`src/rtl/mlp_pkg.sv`:
```
// Shared fixed-point formats and constants for the MLP datapath.
package mlp_pkg;

  localparam int Q_IN_W     = 19;
  localparam int Q_IN_INT   = 10;
  localparam int Q_OUT_W    = 8;
  localparam int Q_OUT_INT  = 3;
  localparam int Q_OUT_FRAC = 4;

  typedef logic signed [Q_IN_W-1:0]  q_in_t;
  typedef logic signed [Q_OUT_W-1:0] q_out_t;

  localparam q_out_t Q_OUT_MAX = 8'h7F;
  localparam q_out_t Q_OUT_MIN = 8'h80;

  typedef enum logic {
    ST_EMPTY = 1'b0,
    ST_FULL  = 1'b1
  } res_state_e;

endpackage

```
`src/rtl/sat_requant.sv`:
```
// Combinational saturating requantizer: signed Q(INT_LENGTH).(frac) -> signed Q3.4,
// fraction truncated toward minus infinity.
module sat_requant
  import mlp_pkg::*;
#(
  parameter int DATA_WIDTH = Q_IN_W,
  parameter int INT_LENGTH = Q_IN_INT
) (
  input  logic [DATA_WIDTH-1:0] x,
  output logic [Q_OUT_W-1:0]    y,
  output logic                  sat
);

  localparam int FRAC = DATA_WIDTH - 1 - INT_LENGTH;
  localparam int UW   = INT_LENGTH - Q_OUT_INT;

  logic          s;
  logic [UW-1:0] u;
  logic          unused_low;

  assign s = x[DATA_WIDTH-1];
  // Integer bits that do not fit in Q3.4 must all be copies of the sign.
  assign u = x[DATA_WIDTH-2 -: UW];
  assign unused_low = ^x[FRAC-Q_OUT_FRAC-1:0];

  always_comb begin
    sat = (u != {UW{s}});
    y   = {s, x[FRAC+Q_OUT_INT-1 -: Q_OUT_W-1]};
    if (sat) begin
      y = s ? Q_OUT_MIN : Q_OUT_MAX;
    end
  end

endmodule

```
`src/rtl/requant_arbiter.sv`:
```
// Round-robin share of one requantizer between two neuron accumulators, with a
// registered valid/ready result and per-neuron saturation event counters.
module requant_arbiter
  import mlp_pkg::*;
#(
  parameter int DATA_WIDTH = 19,
  parameter int INT_LENGTH = 10,
  parameter int CNT_WIDTH  = 16
) (
  input  logic                  clk,
  input  logic                  rst_n,
  input  logic [1:0]            in_valid,
  input  logic [DATA_WIDTH-1:0] in_data0,
  input  logic [DATA_WIDTH-1:0] in_data1,
  output logic [1:0]            in_ready,
  output logic                  out_valid,
  output logic [7:0]            out_data,
  output logic                  out_id,
  output logic                  out_sat,
  input  logic                  out_ready,
  input  logic                  sat_clr,
  output logic [CNT_WIDTH-1:0]  sat_cnt0,
  output logic [CNT_WIDTH-1:0]  sat_cnt1
);

  res_state_e             state_q;
  logic [7:0]             data_q;
  logic                   id_q;
  logic                   sat_q;
  logic                   last_grant_q;
  logic [CNT_WIDTH-1:0]   cnt0_q, cnt0_d;
  logic [CNT_WIDTH-1:0]   cnt1_q, cnt1_d;

  logic [1:0]             grant;
  logic                   can_load;
  logic                   sel_id;
  logic                   xfer;
  logic [DATA_WIDTH-1:0]  sel_data;
  logic [7:0]             rq_data;
  logic                   rq_sat;

  assign out_valid = (state_q == ST_FULL);
  assign out_data  = data_q;
  assign out_id    = id_q;
  assign out_sat   = sat_q;
  assign sat_cnt0  = cnt0_q;
  assign sat_cnt1  = cnt1_q;

  assign can_load = ~out_valid | out_ready;

  always_comb begin
    grant = '0;
    case (in_valid)
      2'b01:   grant = 2'b01;
      2'b10:   grant = 2'b10;
      2'b11:   grant = last_grant_q ? 2'b01 : 2'b10;
      default: grant = '0;
    endcase
  end

  assign in_ready = grant & {2{can_load}};
  assign xfer     = |(in_valid & in_ready);
  assign sel_id   = grant[1];
  assign sel_data = sel_id ? in_data1 : in_data0;

  sat_requant #(
    .DATA_WIDTH (DATA_WIDTH),
    .INT_LENGTH (INT_LENGTH)
  ) u_requant (
    .x   (sel_data),
    .y   (rq_data),
    .sat (rq_sat)
  );

  // Counters stick at all-ones; a same-cycle clear beats the increment.
  always_comb begin
    cnt0_d = cnt0_q;
    cnt1_d = cnt1_q;
    if (sat_clr) begin
      cnt0_d = '0;
      cnt1_d = '0;
    end else if (xfer && rq_sat) begin
      if (!sel_id && cnt0_q != '1) cnt0_d = cnt0_q + CNT_WIDTH'(1);
      if (sel_id && cnt1_q != '1)  cnt1_d = cnt1_q + CNT_WIDTH'(1);
    end
  end

  always_ff @(posedge clk or negedge rst_n) begin
    if (!rst_n) begin
      state_q      <= ST_EMPTY;
      data_q       <= '0;
      id_q         <= 1'b0;
      sat_q        <= 1'b0;
      last_grant_q <= 1'b1;
      cnt0_q       <= '0;
      cnt1_q       <= '0;
    end else begin
      cnt0_q <= cnt0_d;
      cnt1_q <= cnt1_d;
      if (xfer) begin
        data_q       <= rq_data;
        id_q         <= sel_id;
        sat_q        <= rq_sat;
        last_grant_q <= sel_id;
      end
      case (state_q)
        ST_EMPTY: if (xfer) state_q <= ST_FULL;
        ST_FULL:  if (out_ready && !xfer) state_q <= ST_EMPTY;
        default:  state_q <= ST_EMPTY;
      endcase
    end
  end

endmodule

```
`config.mk`:
```
export PLATFORM = sky130hd
export DESIGN_NAME = requant_arbiter
export DESIGN_NICKNAME = d
export VERILOG_FILES = /design/src/rtl/mlp_pkg.sv /design/src/rtl/sat_requant.sv /design/src/rtl/requant_arbiter.sv
export SDC_FILE = /design/constraint.sdc
export NUM_CORES = 1
export LEC_CHECK = 0
export CORE_ASPECT_RATIO = 1.1
export CORE_MARGIN = 2
export CORE_UTILIZATION = 41
export DETAILED_ROUTE_END_ITERATION = 6
export GPL_TIMING_DRIVEN = 1
export PLACE_DENSITY = 0.76
export SYNTH_ARGS = -nofsm -noshare
export SYNTH_HDL_FRONTEND = slang
export SYNTH_SLANG_ARGS = --single-unit
```
`constraint.sdc`:
```
create_clock -name clk -period 2.08 [get_ports clk]
set_clock_uncertainty 0.2 [all_clocks]
set_input_delay 0.208 -clock clk [delete_from_list [all_inputs] [get_ports clk]]
set_output_delay 0.208 -clock clk [all_outputs]
set_load 0.01 [all_outputs]
```
==> results of run 1 <==
-- registers in the layout, summed over array words and instances, names as in the netlist --
register	count
sat_cnt0	16
sat_cnt1	16
out_data	8
last_grant_q	1
out_id	1
out_sat	1
out_valid	1
-- worst max-delay path, delay by kind of cell --
kind	cells	cell delay, ns
AOI/OAI and AO/OA	1	0.09
and+or+nand+nor	4	0.89
muxes	1	0.31
buffers and inverters	3	0.74
-- Yosys cell counts --
cell type	number	area (um^2)
or4b_1	1	10.0
buf_6	6	67.6
a21oi_1	30	150
a31oi_1	1	6.26
nor2_1	14	52.6
a211oi_1	4	30.0
dfstp_2	1	26.3
nand3b_1	2	15.0
mux2_4	1	15.0
o22ai_1	2	12.5
and4_1	2	17.5
nand2b_1	2	12.5
buf_2	6	30.0
a31o_2	2	17.5
or4_1	13	97.6
a311oi_1	1	8.76
and2_1	2	12.5
a21bo_2	1	10.0
mux2_2	4	45.0
inv_1	8	30.0
a21o_1	2	15.0
a41o_1	1	10.0
clkbuf_1	7	26.3
nor2b_1	9	56.3
o21ai_0	10	50.1
a21boi_0	1	7.51
and3_1	8	50.1
nand2_1	34	128
nor2_2	2	12.5
nor4_1	1	6.26
o31ai_1	12	90.1
nand4_1	7	43.8
dfrtp_1	43	1080
o41ai_1	2	17.5
a21boi_2	1	11.3
nand4b_1	1	8.76
nand3_1	20	100
or3_1	9	56.3
a221o_1	7	70.1
mux2_1	3	33.8
ha_1	2	25.0
nor3_1	11	55.1
-- report_power, final --
group	switching, mW	leakage [nW]	internal [mW]
Sequential	0.0299	0.582	0.897
Combinational	0.207	1.19	0.241
Clock	0.305	0.0479	0.235
-- per-layer routing --
layer | up-vias | track usage (%) | share of wire (%)
li1 | 1377 | - | -
met1 | 1378 | 27.7 | 40
met5 | - | 0 | 0
met4 | 0 | 5.08 | 1.4
met2 | 115 | 39.5 | 52
met3 | 11 | 5.05 | 6.2
-- layout make-up --
class                           instances  area share, %
Clock buffer                            5           1.58
Clock inverter                          3          0.430
Inverter                                8          0.688
Multi-Input combinational cell        225           37.9
Sequential cell                        44           25.3
Tap cell                               80           2.29
Timing Repair Buffer                  145           31.8
-- kinds of logic (layout without fill, tap and decap cells) --
group,count (synthesis),after routing,share of synthesized area (%)
simple gates,138,138,28.1
buf+inv,27,161,5.88
mux,8,8,3.59
flops,44,44,42.1
compound gates,77,77,19.4
fa+ha+maj,2,2,0.956
-- per-stage QoR --
step | setup WS (ns) | hold slack [ns] | util [%]
3_3_place_gp | -0.359 | -0.109 | 64.3
4_1_cts | -0.164 | 0.113 | 67.1
3_5_place_dp | -0.421 | -0.104 | 64.3
6_report | -0.188 | 0.115 | 70.9
2_1_floorplan | -0.00385 | -0.288 | -
5_1_grt | -0.258 | 0.130 | 70.9
-- what timing repair did --
item,CTS,global route
cloned,0,4
gates resized for setup,17,37
setup endpoints to repair,37,40
pin swaps,2,12
hold buffers,1,0
hold endpoints to repair,43,0
buffers inserted,1,3
-- worst paths after layout --
kind                            slack (ns)  cells past startpoint            to    startpoint
min in group clk                      0.14                      2     out_valid   in_valid[0]
worst max register to register       -0.18                      7  sat_cnt0[10]  last_grant_q
worst min-delay path                  0.11                      2   sat_cnt1[5]         rst_n
max in group asynchronous             0.96                      3  last_grant_q         rst_n
worst max-delay path                 -0.19                      9   sat_cnt1[7]  in_data1[16]
worst min register to register        0.29                      1        out_id        out_id
==> impl_metrics.tcl, run 1 <==
set metrics [dict create \
    clock_latency_ns 0.29 \
    violations "setup timing" \
    drt-initial-drc-count 265 \
    placed_cells 493 \
    ant_nets 0 \
    rows 30 \
    finalNonFillerCells 510 \
    p_leak_nw 1.82 \
    layout_commonest_cell "clkdlybuf4s50_1" \
    setup_viol 38 \
    critPathKind "in2reg" \
    initial_core_util_pct 42.5 \
    n_fill_cell 464 \
    grt_start_max_net_pins 43 \
    placed_area_um2 3960 \
    yosysSeqAreaShare_pct 42.1 \
    antenna_found_initial 0 \
    path_max_fanout 6 \
    viasPerCell 5.65 \
    hold_violations 0 \
    cp.required_ns 2.06 \
    syn_inst 296 \
    clkTransAtPathRegs_ns 0.09 \
    power_density_nw_per_um2 438 \
    grt_setup_unrepaired "true" \
    fin_total_pwr_mw 1.91 \
    multi_input_area_um2 1650 \
    syn2layout_area_growth_pct 66.9 \
    cp.arrival_ns 2.25 \
    io_pins 89 \
    clockBufferDepth 2 \
    cp-start-kind "input pin" \
    grt_pass1_wl_um 12600 \
    regArea_um2 1100 \
    max_freq_ghz 0.441 \
    max_stage_delay_ns 0.51 \
    hpwl_um 5450 \
    gr-total-overflow 0 \
    syn_area_um2 2620 \
    grt_pass1_vias 2819 \
    design_area_um2 4370 \
    cts_tree "yes" \
    fin_crit_sh_pct 109 \
    grt_usage_pct 22.3 \
    outcome "complete, but fails checks" \
    vias 2881 \
    synth_cell_type_count 42 \
    drt_first_pass_iters 5 \
    core_area_um2 6160 \
    crit_chain "clkdlybuf4s50_1, or4_4, nor3_4, o22ai_2, nand2_2, buf_6, clkbuf_16, nor2_1, mux2_1" \
    tightest_slew_ns 0.338 \
    cp-end-kind "flip-flop" \
    hp-class "in2async" \
    layout.nets 475 \
    final_cell_mix "clkdlybuf4s50_1 (73), buf_4 (53), dfrtp_1 (41)" \
    drv_slew 0 \
    fp.dieH_um 87.8 \
    layout-drive-gt1-share_pct 31.2 \
    vdd_ir_drop_max_mv 0.377 \
    synth.net_count 342 \
    num_antenna_cells 0 \
    cts-root-buf "clkbuf_8" \
    io_buffer_count 80 \
    die_x_um 80.2 \
    gp_congestion 0.854 \
    max-slew-margin-rel_pct 77.2 \
    avgSynthCellArea_um2 8.84 \
    setup_ws_ns -0.188 \
    ys_warn_count 0 \
    fin_tns_setup_ns -3.44 \
    cts_sinks 44 \
    drv_cap 0 \
    cp_slowest_cell "or4_4" \
    htreeDepth 2 \
    die-area_um2 7040 \
    ys_ff_latch 44 \
    route.detailed.drc 0 \
    routed_wl_um 8410 \
    cts_buffers 5 \
    min_period_ns 2.27 \
    post_drt_wl_per_cell_um 16.5 \
]
(Power assumes the default switching activity.)
==> run 2: changes to the inputs <==
--- a/config.mk
+++ b/config.mk
@@ -10,6 +10,7 @@
 export CORE_UTILIZATION = 41
 export DETAILED_ROUTE_END_ITERATION = 6
 export GPL_TIMING_DRIVEN = 1
+export MAX_ROUTING_LAYER = met4
 export PLACE_DENSITY = 0.76
 export SYNTH_ARGS = -nofsm -noshare
 export SYNTH_HDL_FRONTEND = slang
==> run 2 against run 1 <==
The run still ends with setup timing left; critical endpoint is now sat_cnt0[10]; global-route usage grew 0.68 points; first-iteration DRC count is 8.3% higher; sequential power is essentially flat; die area stayed put; sequential share of layout area decreased by 0.21 points; worst hold slack barely moved; sequential cell count is the same.
==> impl_metrics.tcl, run 2 (synthesis results as in run 1) <==
set metrics [dict create \
    rows 30 \
    htreeDepth 2 \
    cp-start-kind "flip-flop" \
    r2r_end "sat_cnt0[10]" \
    hp-class "in2async" \
    grt_usage_pct 23.0 \
    violations "setup timing" \
    rr_worst_depth 7 \
    max_stage_delay_ns 0.58 \
    die-area_um2 7040 \
    layout_commonest_cell "clkdlybuf4s50_1" \
    crit_buf_inv 1 \
    setup_ws_ns -0.186 \
    gp_congestion 0.867 \
    critical_path.top_delay_family "simple AND/OR/NAND/NOR gates" \
    clock_latency_ns 0.29 \
    die_x_um 80.2 \
    drv_slew 0 \
    grt_pass1_vias 2825 \
    vias 2938 \
    cts_buffers 5 \
    max_freq_ghz 0.441 \
    placed_cells 493 \
    clockBufferDepth 2 \
    io_pins 89 \
    grt_start_max_net_pins 43 \
    finalNonFillerCells 512 \
    syn2layout_area_growth_pct 68.3 \
    placed_area_um2 3960 \
    cp_slowest_cell "dfstp_2" \
    vdd_ir_drop_max_mv 0.380 \
    path_max_fanout 7 \
    hold_violations 0 \
    r2r_start "last_grant_q" \
    gr-total-overflow 0 \
    drt_first_pass_iters 4 \
    drv_cap 0 \
    setup_viol 38 \
    core_area_um2 6160 \
    layout-drive-gt1-share_pct 31.3 \
    crit_chain "buf_6, nand2b_1, nand3_2, a31o_4, nor2_2, or4b_1, a21oi_2" \
    ant_nets 0 \
    viasPerCell 5.74 \
    hpwl_um 5450 \
    tightest_slew_ns 0.344 \
    power_density_nw_per_um2 435 \
    route.detailed.drc 0 \
    cts_sinks 44 \
    grt_pass1_wl_um 12600 \
    drt-initial-drc-count 287 \
    io_buffer_count 80 \
    final_cell_mix "clkdlybuf4s50_1 (73), buf_4 (52), dfrtp_1 (41)" \
    cp.required_ns 2.10 \
    clkTransAtPathRegs_ns 0.09 \
    fin_crit_sh_pct 109 \
    cp-end-kind "flip-flop" \
    antenna_found_initial 0 \
    grt_setup_unrepaired "true" \
    max-slew-margin-rel_pct 76.7 \
    num_antenna_cells 0 \
    design_area_um2 4400 \
    initial_core_util_pct 42.5 \
    min_period_ns 2.27 \
    p_leak_nw 1.84 \
    routed_wl_um 8740 \
    cts_tree "yes" \
    r2r_slack_ns -0.19 \
    cts-root-buf "clkbuf_8" \
    cp.arrival_ns 2.29 \
    critPathKind "reg2reg" \
    fp.dieH_um 87.8 \
    outcome "complete, but fails checks" \
    layout.nets 477 \
    post_drt_wl_per_cell_um 17.1 \
]
[run 2: changes by cell type in the layout (fill, tap and decap cells not counted), sizes merged]
| cell | previous run | this run |
|---|---|---|
| buf | 63 | 64 |
| a31o | 2 | 3 |
[run 2: through the flow]
step	setup TNS (ns)	total power, mW	utilization (%)	setup slack (ns)	hold slack (ns)
6_report	-3.62	1.92	71.5	-0.186	0.115
5_1_grt	-6.33	2.01	71.5	-0.263	0.130
4_1_cts	-2.31	1.88	67.1	-0.164	0.113
2_1_floorplan	-0.00385	1.10	-	-0.00385	-0.288
3_3_place_gp	-12.23	1.33	64.3	-0.359	-0.109
3_5_place_dp	-14.48	1.34	64.3	-0.421	-0.104
[run 2: how the worst max path moves through the flow]
stage	from	endpoint	cells after the start
after floorplan	sat_cnt1[1]	sat_cnt1[10]	8
after global placement	in_data1[11]	sat_cnt1[7]	8
after detailed placement	in_valid[0]	sat_cnt0[15]	8
after CTS	last_grant_q	sat_cnt0[15]	7
after global routing	last_grant_q	sat_cnt0[5]	8
final	last_grant_q	sat_cnt0[10]	7
[run 2: what timing repair did]
item / 4_1_cts / 5_1_grt
buffers inserted: 1 / 4
resized for setup: 17 / 40
hold buffers: 1 / 0
setup endpoints to repair: 37 / 40
cloned: 0 / 5
pin swaps: 2 / 11
hold endpoints to repair: 43 / 0
[run 2: final cells by class]
class	instances	area [um^2]
clock buffers	5	68.8
inverters	8	30.0
clock inverters	3	18.8
multi-input cells	226	1680
flip-flops and latches	44	1100
well taps	80	100
fillers	454	1750
repair buffers	146	1410
[run 2: metal layers]
metal	wire length, um	track usage [%]	up-vias	share of wire, %
met3	563	4.43	17	6.4
met1	3470	28.1	1418	40
met4	168	5.24	0	1.9
met5	0	-	-	0
li1	-	-	1378	-
met2	4530	39.4	125	52
[run 2: worst reg2reg max path: cells and delay by family (launching register included)]
family / cells / cell delay, ns
AOI/OAI and AO/OA: 2 / 0.45
buffers and inverters: 1 / 0.12
DFF: 1 / 0.58
and+or+nand+nor: 4 / 0.85
[run 2: report_power, final]
part	switching, mW	internal [mW]	leakage [nW]	total (mW)
Combinational	0.210	0.242	1.21	0.452
Clock	0.304	0.235	0.0479	0.538
Sequential	0.0296	0.897	0.582	0.926
Total	0.544	1.37	1.84	1.92
